`src/rtl/counter_pkg.sv`:
```
// counter_pkg
//   Shared constants and helper functions for the counter block.
//   DEFAULT_N    : default MSB index of the count (count width is N+1 bits).
//   default_max  : terminal count for a plain N+1-bit binary counter.
//   to_gray      : binary-to-Gray conversion on a 32-bit container; callers
//                  truncate the result to their own width.
package counter_pkg;

  localparam int DEFAULT_N = 7;

  // Largest value representable in n+1 bits, used as the default terminal
  // count so the counter overflows naturally from all-ones to zero.
  function automatic int unsigned default_max(input int n);
    int unsigned one;
    one = 1;
    return (one << (n + 1)) - one;
  endfunction

  // Adjacent Gray codes differ in one bit: g = b ^ (b >> 1).
  function automatic logic [31:0] to_gray(input logic [31:0] b);
    return b ^ (b >> 1);
  endfunction

endpackage

```
`src/rtl/counter_rst_sync.sv`:
```
// counter_rst_sync
//   Two-flop reset synchronizer: asserts asynchronously with clear and
//   releases only after two rising edges of clock, so the counter never
//   leaves reset close to an active edge.
//   clock      : counter clock
//   clear      : asynchronous active-low reset input
//   rst_n_sync : active-low reset, async assert / sync deassert
module counter_rst_sync (
  input  logic clock,
  input  logic clear,
  output logic rst_n_sync
);

  logic [1:0] sync_q;
  logic [1:0] sync_d;

  // A constant one shifts in from bit 0; bit 1 drives the released reset.
  always_comb begin
    sync_d = {sync_q[0], 1'b1};
  end

  // Both stages clear immediately when clear drops, without waiting for a clock.
  always_ff @(posedge clock or negedge clear) begin
    if (!clear) begin
      sync_q <= '0;
    end else begin
      sync_q <= sync_d;
    end
  end

  assign rst_n_sync = sync_q[1];

endmodule

```
`src/rtl/counter.sv`:
```
// counter
//   Free-running modulo-(MAX+1) up counter with a registered Gray copy,
//   a terminal-count flag and a one-cycle wrap pulse.
//   Parameters:
//     N   : MSB index, count width is N+1 bits (0..30)
//     MAX : terminal count (1..2^(N+1)-1), defaults to all-ones
//   Ports:
//     clock      : rising-edge clock
//     clear      : asynchronous active-low reset (release synchronized)
//     count      : registered binary count
//     count_gray : registered Gray code of count, same cycle as count
//     tc         : high while count == MAX
//     wrap       : high for the single cycle after count steps MAX -> 0
module counter
  import counter_pkg::*;
#(
  parameter int          N   = DEFAULT_N,
  parameter int unsigned MAX = default_max(N)
) (
  input  logic       clock,
  input  logic       clear,
  output logic [N:0] count,
  output logic [N:0] count_gray,
  output logic       tc,
  output logic       wrap
);

  localparam int             W     = N + 1;
  localparam logic [W-1:0]   MAX_W = MAX[W-1:0];
  localparam logic [W-1:0]   ONE_W = W'(1);

  logic         rst_n_sync;
  logic [W-1:0] count_q;
  logic [W-1:0] count_d;
  logic [W-1:0] gray_q;
  logic [W-1:0] gray_d;
  logic         wrap_q;
  logic         wrap_d;
  logic         at_max;

  counter_rst_sync u_rst_sync (
    .clock      (clock),
    .clear      (clear),
    .rst_n_sync (rst_n_sync)
  );

  // Next state: step by one, or return to zero from the terminal count.
  // The Gray code is derived from the next count so that it lands in the
  // same register cycle as the binary value. The wrap pulse is armed when
  // the current count is terminal, so it is visible while count reads 0.
  always_comb begin
    at_max  = (count_q == MAX_W);
    count_d = at_max ? '0 : count_q + ONE_W;
    gray_d  = W'(to_gray(32'(count_d)));
    wrap_d  = at_max;
  end

  // All state clears at once when the synchronized reset asserts, which
  // also suppresses any pending wrap pulse if reset hits at the terminal count.
  always_ff @(posedge clock or negedge rst_n_sync) begin
    if (!rst_n_sync) begin
      count_q <= '0;
      gray_q  <= '0;
      wrap_q  <= 1'b0;
    end else begin
      count_q <= count_d;
      gray_q  <= gray_d;
      wrap_q  <= wrap_d;
    end
  end

  assign count      = count_q;
  assign count_gray = gray_q;
  assign tc         = at_max;
  assign wrap       = wrap_q;

endmodule

```
`config.mk`:
```
export PLATFORM = sky130hd
export DESIGN_NAME = counter
export DESIGN_NICKNAME = d
export VERILOG_FILES = /design/src/rtl/counter_pkg.sv /design/src/rtl/counter_rst_sync.sv /design/src/rtl/counter.sv
export SDC_FILE = /design/constraint.sdc
export NUM_CORES = 1
export LEC_CHECK = 0
export ABC_AREA = 1
export CAP_MARGIN = 25
export CORE_MARGIN = 4
export CORE_UTILIZATION = 50
export CTS_CLUSTER_DIAMETER = 80
export DETAILED_ROUTE_END_ITERATION = 8
export GPL_TIMING_DRIVEN = 1
export PLACE_DENSITY_LB_ADDON = 0.25
export SYNTH_ARGS = -nofsm -noshare
export SYNTH_HDL_FRONTEND = slang
export SYNTH_HIERARCHICAL = 1
export SYNTH_SLANG_ARGS = --single-unit
```
`constraint.sdc`:
```
create_clock -name clock -period 2.4 [get_ports clock]
set_input_delay 0.6 -clock clock [delete_from_list [all_inputs] [get_ports clock]]
set_output_delay 0.6 -clock clock [all_outputs]
set_load 0.005 [all_outputs]
```
# Word level (Yosys, flattened, before mapping)
# Cells that the tools add are included.
[op_classes] n_addsub=1 n_eq_ne=1 mux=1 n_bitwise=1
[ops] cell="8-bit by 1-bit adder with 8-bit output (second input constant)" count=1
[ops] cell="8-bit == test (second input constant)" count=1
[ops] cell="8-bit 2-to-1 mux" count=1
[ops] cell="8-bit by 7-bit bitwise XOR with 8-bit output" count=1
[totals] register_bits=19 inputBits=2 output_inout_bits=18

# Logic depth before layout (Yosys ltp)
# Gate-level depths: netlist of run 1.
[depth] word_depth=3 ltp_mapped=8

# Modules after synthesis
# The synthesis of run 1 kept the hierarchy.
[by_module_without_submodules] mod="counter" n_inst=1 cells_per_inst=91 area_each_um2=765.7 seq_area_each_um2=400.4
[by_module_without_submodules] mod="counter_rst_sync" n_inst=1 cells_per_inst=3 area_each_um2=53.8 seq_area_each_um2=50.0

# Worst setup path before layout of run 1
# Ideal clock, no wire load.
[synth_timing] path_kind="register to output" start="reg count_q[0] (netlist: count[0])" end="out tc" arrival_ps=938 slack_ps=862 stages_incl_launch_ff=6 path_buffers=0 path_cell_list="dfrtp_1 > ha_1 > nand2_2 > nor2_2 > nand2_2 > inv_1"
[synth_via] elab_chain_len=1
[synth_rtl] item="start: declaration" line_no="counter.sv:33" rtl="logic [W-1:0] count_q;"
[synth_rtl] item="start signal: assignment" line_no="counter.sv:66" rtl="count_q <= count_d;"
[synth_rtl] item="8-bit == test" line_no="counter.sv:52" rtl="at_max = (count_q == MAX_W);"
[synth_rtl] item="end: declaration" line_no="counter.sv:24" rtl="output logic tc,"
# No other way between the ends.

# Final worst setup path of run 1
# Ends and elaborated chain as after synthesis.

==> impl_metrics.py, run 1 <==
metrics = {
    "clocking": {
        "hold_buffers": 0,
        "cts_buffers": 3,
        "cts_max_level": 1,
        "cts_tree": "built",
        "clk_path_buf_depth": 2,
        "clk_pin_slew_ps": 100,
        "clk_latency_ps": 290,
        "cts_root_buffer": "clkbuf_4",
        "clock_sinks": 18,
    },
    "power": {
        "p_leak_nw": 0.558,
        "ir_drop_v": 0.000395,
        "powerDensity_nw_per_um2": 425,
    },
    "setup_path": {
        "endpoint_kind": "primary output",
        "r2r-end": "count_gray[4]$_DFF_PN0_",
        "worstPathMaxFanout": 4,
        "cp.arrival_ps": 1320,
        "r2r_slack_ps": 1050,
        "start_kind": "flop",
        "crit_path_start": "count[0]$_DFF_PN0_",
        "timing.rr.start": "count[0]$_DFF_PN0_",
        "crit_path_end": "tc",
        "cp.required_ps": 1800,
        "worstSetupPathType": "reg2out",
        "r2r_cells": 9,
    },
    "grt": {
        "grtUsageTotal_pct": 14.6,
        "grt_max_degree": 17,
        "antenna_found_initial": 0,
        "overflow": 0,
        "grt_pass1_vias": 655,
        "grt_pass1_wl_um": 2720,
    },
    "die": {
        "die_height_um": 48.5,
        "dieArea_um2": 2350,
        "io-pin-count": 20,
        "initial_core_util_pct": 53.8,
        "design.core.area_um2": 1520,
        "die_w_um": 48.5,
        "row_count": 14,
    },
    "finish": {
        "num_antenna_cells": 0,
        "multiInputGateArea_um2": 317,
        "regArea_um2": 450,
        "area_growth_pct": 31.4,
        "n_fill_cell": 115,
        "layout-drive-gt1-share_pct": 16.9,
        "instances_no_fill": 134,
        "nets": 123,
    },
    "yosys": {
        "synthCells": 94,
        "syn_area_um2": 820,
        "synth_warnings": 6,
        "yosysUniqueCellTypes": 21,
        "ys_ff_latch": 18,
        "mappedNetlistNets": 97,
        "synth.avg_cell_area_um2": 8.72,
        "seq_area_frac_synth_pct": 55.0,
    },
    "sta": {
        "grt_setup_unrepaired": "false",
        "setup_violations": 0,
        "clock_skew_ps": 6.94,
        "finalCritPeriodShare_pct": 80.0,
        "fin_tns_setup_ps": 0,
        "finalHoldViolCount": 0,
        "holdWs_ps": 254,
        "min_period_ps": 1920,
        "slew_headroom_pct": 58.3,
        "fmax_ghz": 0.521,
        "final-max-slew-violation-count": 0,
        "tightestPinTransition_ps": 626,
    },
    "route": {
        "drtIter0Drc": 10,
        "vias": 665,
        "dr.pass1.iters": 4,
        "wl_per_cell_um": 11.2,
        "viasPerCell": 4.96,
        "drc": 0,
        "wl_um": 1510,
        "antenna_left": 0,
    },
    "placed_design": {
        "port_buffers": 19,
        "place_hpwl_um": 1140,
        "place_congestion": 0.792,
        "placedCellCount": 128,
    },
    "status": {
        "status": "finished, final reports clean",
    },
    "flow_run": {
        "cap_violations": 0,
    },
    "min_path": {
        "min_path_type": "reg2async",
    },
}
## how the worst min path moves through the flow
| stage | depth (start not counted) | slack [ps] | to | start |
|---|---|---|---|---|
| after CTS | 0 | 290 | count[3]$_DFF_PN0_ | u_rst_sync/sync_q[1]$_DFF_PN0_ |
| after global routing | 0 | 320 | count[3]$_DFF_PN0_ | u_rst_sync/sync_q[1]$_DFF_PN0_ |
| after floorplan | 0 | 200 | count[0]$_DFF_PN0_ | u_rst_sync/sync_q[1]$_DFF_PN0_ |
| after detailed placement | 0 | 290 | count_gray[3]$_DFF_PN0_ | u_rst_sync/sync_q[1]$_DFF_PN0_ |
| final | 0 | 250 | count[3]$_DFF_PN0_ | u_rst_sync/sync_q[1]$_DFF_PN0_ |
| after global placement | 0 | 270 | count_gray[2]$_DFF_PN0_ | u_rst_sync/sync_q[1]$_DFF_PN0_ |
## per-layer routing
metal	GRT usage [%]	vias to the layer above	wire (µm)	share of wire (%)
met1	17.6	311	647	43
met3	2.45	5	87	5.8
met5	0	-	0	0
met2	24.6	17	734	49
li1	-	332	-	-
met4	8.07	0	36	2.4
## sequential cells by signal, indices dropped and copies added (netlist names)
| name | cells |
|---|---|
| count | 8 |
| wrap | 1 |
| count_gray | 7 |
| u_rst_sync/sync_q | 2 |
## cell families after synthesis
logic type	Yosys count	synth area share (%)
simple gates	53	30.4
other cells	1	0.458
fa+ha+maj	1	1.53
compound gates	4	3.21
buf+inv	15	7.33
flops	18	55.0
xor+xnor	2	2.14
## worst max-delay path, stage by stage (launching register included)
cell            delay (ps)
dfrtp_1                410
ha_2                   200
nand2_2                120
nor2_4                  50
nand2_2                 60
inv_1                   50
dlymetal6s2s_1         140
## stage by stage
stage,area (µm²),power [W],utilization (%),setup slack (ps)
after floorplan,820,0.000315,-,862
after global placement,1020,0.000318,67.1,357
after detailed placement,1020,0.000319,67.1,294
after CTS,1060,0.000463,69.5,6.93
after global routing,1080,0.000482,70.7,356
final,1080,0.000458,70.7,480
## cells in the mapped netlist
| master | number | area share (%) |
|---|---|---|
| nor2_1 | 3 | 1.4 |
| nor3_2 | 1 | 1.2 |
| conb_1 | 1 | 0.46 |
| clkinv_1 | 1 | 0.46 |
| nand3_1 | 5 | 3.1 |
| o21bai_1 | 1 | 0.92 |
| or2_1 | 1 | 0.76 |
| nand2_2 | 4 | 3.1 |
| o21ai_1 | 1 | 0.61 |
| ha_1 | 1 | 1.5 |
| buf_4 | 1 | 0.92 |
| nand2_1 | 33 | 15 |
| nor2_2 | 3 | 2.3 |
| dfrtp_1 | 18 | 55 |
| inv_2 | 2 | 0.92 |
| o21ai_2 | 1 | 1.1 |
| nor2_4 | 2 | 2.7 |
| a21oi_1 | 1 | 0.61 |
| inv_1 | 11 | 5.0 |
| nand4_1 | 1 | 0.76 |
| xor2_1 | 2 | 2.1 |
## power breakdown
part	total, W	internal (W)	switching, W
logic	0.00000219	0.00000144	0.000000749
registers	0.000310	0.000305	0.00000516
clock network	0.000146	0.0000584	0.0000871
## final cells by class
| class | instances | area share, % |
|---|---|---|
| clock buffers | 3 | 2.09 |
| repair buffers | 22 | 20.0 |
| flip-flops and latches | 18 | 41.8 |
| multi-input cells | 61 | 29.4 |
| inverters | 14 | 4.88 |
| well taps | 16 | 1.86 |
## cell usage in the layout, fill, tap and decap left out, drive strengths merged, types with 2 or more instances in the layout
master and count:
nand2 37, dfrtp 18, clkdlybuf4s50 18, inv 13, nor2 8, nand3 5, clkbuf 3, buf 3
xor2 2, o21ai 2
## timing repair
item | 4_1_cts | 5_1_grt
hold endpoints to repair | 0 | 0
gates resized for setup | 0 | 3
buffers inserted | 2 | 1
setup endpoints to repair | 1 | 1
pin swaps | 0 | 1
Power figures use the tool's default switching activity.
==> run 2: changes to the inputs <==
- CORE_UTILIZATION: 50 -> 42
- clock period: 2.4 -> 1.7 ns (I/O delays scaled with it)
==> run 2 against run 1 <==
Effect of this change: the flow now finishes with violations (setup timing); non-clock buffer count rose by 13; hold slack improved by 14 ps; cell area rose by 11%; setup slack got worse by 500 ps; core utilization fell by 3.5 points; clock power rose by 80%; sequential cell count did not move; final cell count rose by 17%; sequential power rose by 41%; via count rose by 6.9%; clock skew fell by 4.0 ps; critical endpoint unchanged.
==> impl_metrics.py, run 2 (synthesized netlist as in run 1, its figures left out) <==
metrics = {
    "status": {
        "status": "finished, violations left",
        "violations": "setup timing",
    },
    "sta": {
        "fmax_ghz": 0.583,
        "grt_setup_unrepaired": "true",
        "finalCritPeriodShare_pct": 101,
        "slew_headroom_pct": 57.6,
        "clock_skew_ps": 2.90,
        "final-max-slew-violation-count": 0,
        "timing.final.ws_setup_ps": -16.0,
        "finalHoldViolCount": 0,
        "tightestPinTransition_ps": 635,
        "setup_violations": 1,
        "min_period_ps": 1720,
    },
    "grt": {
        "grt_max_degree": 17,
        "overflow": 0,
        "grt_pass1_wl_um": 3080,
        "grtUsageTotal_pct": 15.4,
        "antenna_found_initial": 0,
        "grt_pass1_vias": 721,
    },
    "route": {
        "drc": 0,
        "vias": 711,
        "drtIter0Drc": 9,
        "wl_um": 1780,
        "wl_per_cell_um": 11.3,
        "viasPerCell": 4.53,
        "antenna_left": 0,
        "dr.pass1.iters": 4,
    },
    "finish": {
        "num_antenna_cells": 0,
        "post-route-util_pct": 67.2,
        "largest_reg_flops": 8,
        "mostFrequentLayoutCells": "nand2_1, dfrtp_1, buf_4",
        "nets": 136,
        "final_common_cell": "nand2_1",
        "area_growth_pct": 46.1,
        "layout-drive-gt1-share_pct": 27.3,
        "stdcell_area_um2": 1200,
    },
    "setup_path": {
        "r2r-end": "count_gray[5]$_DFF_PN0_",
        "worstSetupPathType": "reg2out",
        "cp.required_ps": 1270,
        "start_kind": "flop",
        "endpoint_kind": "primary output",
        "worstPathMaxFanout": 2,
        "timing.rr.start": "count[0]$_DFF_PN0_",
        "cp.arrival_ps": 1290,
        "r2r_slack_ps": 210,
        "r2r_cells": 10,
    },
    "power": {
        "pwr-share-clk_pct": 37.4,
        "p_total_w": 0.000704,
        "ir_drop_v": 0.000490,
        "seq_power_share_pct": 62.2,
        "powerDensity_nw_per_um2": 588,
        "power_frac_comb_pct": 0.5,
        "swShare_pct": 20.1,
        "p_leak_nw": 0.654,
        "switching_power_w": 0.000141,
        "p_int_w": 0.000563,
    },
    "min_path": {
        "min_path_type": "reg2async",
    },
    "clocking": {
        "clk_latency_ps": 290,
        "cts_root_buffer": "clkbuf_4",
        "cts_tree": "built",
        "cts_buffers": 3,
        "clk_pin_slew_ps": 100,
        "cts_max_level": 1,
        "clk_path_buf_depth": 2,
        "clock_sinks": 18,
    },
    "die": {
        "row_count": 15,
        "initial_core_util_pct": 46.0,
        "die_w_um": 52.2,
        "design.core.area_um2": 1780,
        "io-pin-count": 20,
        "die_height_um": 52.2,
        "dieArea_um2": 2720,
    },
    "placed_design": {
        "place_congestion": 0.805,
        "place_hpwl_um": 1310,
        "port_buffers": 19,
        "dp_slack_ps": -56.0,
        "dpl_cell_area_um2": 1110,
    },
    "flow_run": {
        "cap_violations": 0,
    },
}
-- run 2: power by group through the flow --
stage | clock, W | sequential, W | combinational [W]
floorplan | 0 | 0.000444 | 0.000000191
global placement | 0 | 0.000446 | 0.00000300
detailed placement | 0 | 0.000447 | 0.00000320
CTS | 0.000271 | 0.000438 | 0.00000322
global route | 0.000296 | 0.000440 | 0.00000344
finish | 0.000263 | 0.000438 | 0.00000318
-- run 2: worst max-delay path: stages, from the launching register on --
cell and delay [ps]:
dfrtp_1 410, ha_4 160, nand2_4 60, nor2_4 120
nand2_2 80, inv_2 60, buf_2 100
-- run 2: area by class of cell --
| type | instances | area, µm² |
|---|---|---|
| Fill cell | 161 | 586 |
| Tap cell | 25 | 31.3 |
| Inverter | 14 | 52.6 |
| Clock buffer | 4 | 36.3 |
| Multi-Input combinational cell | 61 | 332 |
| Timing Repair Buffer | 35 | 295 |
| Sequential cell | 18 | 450 |
-- run 2: repair_timing --
item,CTS,global route
setup endpoints to repair,10,1
gates cloned,0,0
hold buffers,0,0
setup buffers,2,4
pin swaps,1,2
resized for setup,14,5
hold endpoints to repair,0,0
-- run 2: metal layers --
layer | vias up | part of all wire, % | GRT usage (%)
met5 | - | 0 | 0
met4 | 0 | 1.9 | 6.38
met3 | 5 | 2.7 | 1.71
met2 | 12 | 54 | 28.2
met1 | 338 | 42 | 17.9
li1 | 356 | - | -
-- run 2: per-stage QoR --
step	hold slack [ps]	instances	TNS [ps]
after global placement	276	147	-36.0
after floorplan	129	94	0
after global routing	263	157	-91.3
final	268	157	-16.0
after detailed placement	286	147	-56.0
after CTS	279	153	-109
-- run 2: how the worst max path moves through the flow --
stage	from	to	slack, ps	cells after the start
after global routing	count[0]$_DFF_PN0_	tc	-80	6
after CTS	count[1]$_DFF_PN0_	tc	-110	6
after floorplan	count[0]$_DFF_PN0_	tc	340	5
final	count[0]$_DFF_PN0_	tc	-20	6
after detailed placement	count[0]$_DFF_PN0_	tc	-60	6
after global placement	count[0]$_DFF_PN0_	tc	-40	6
==> run 3: changes to the inputs <==
- CTS_CLUSTER_SIZE: default -> 20
- GPL_ROUTABILITY_DRIVEN: default -> 0
==> results of run 3 <==
Same layout as run 2: the final DEF is identical, and so are final timing and power.
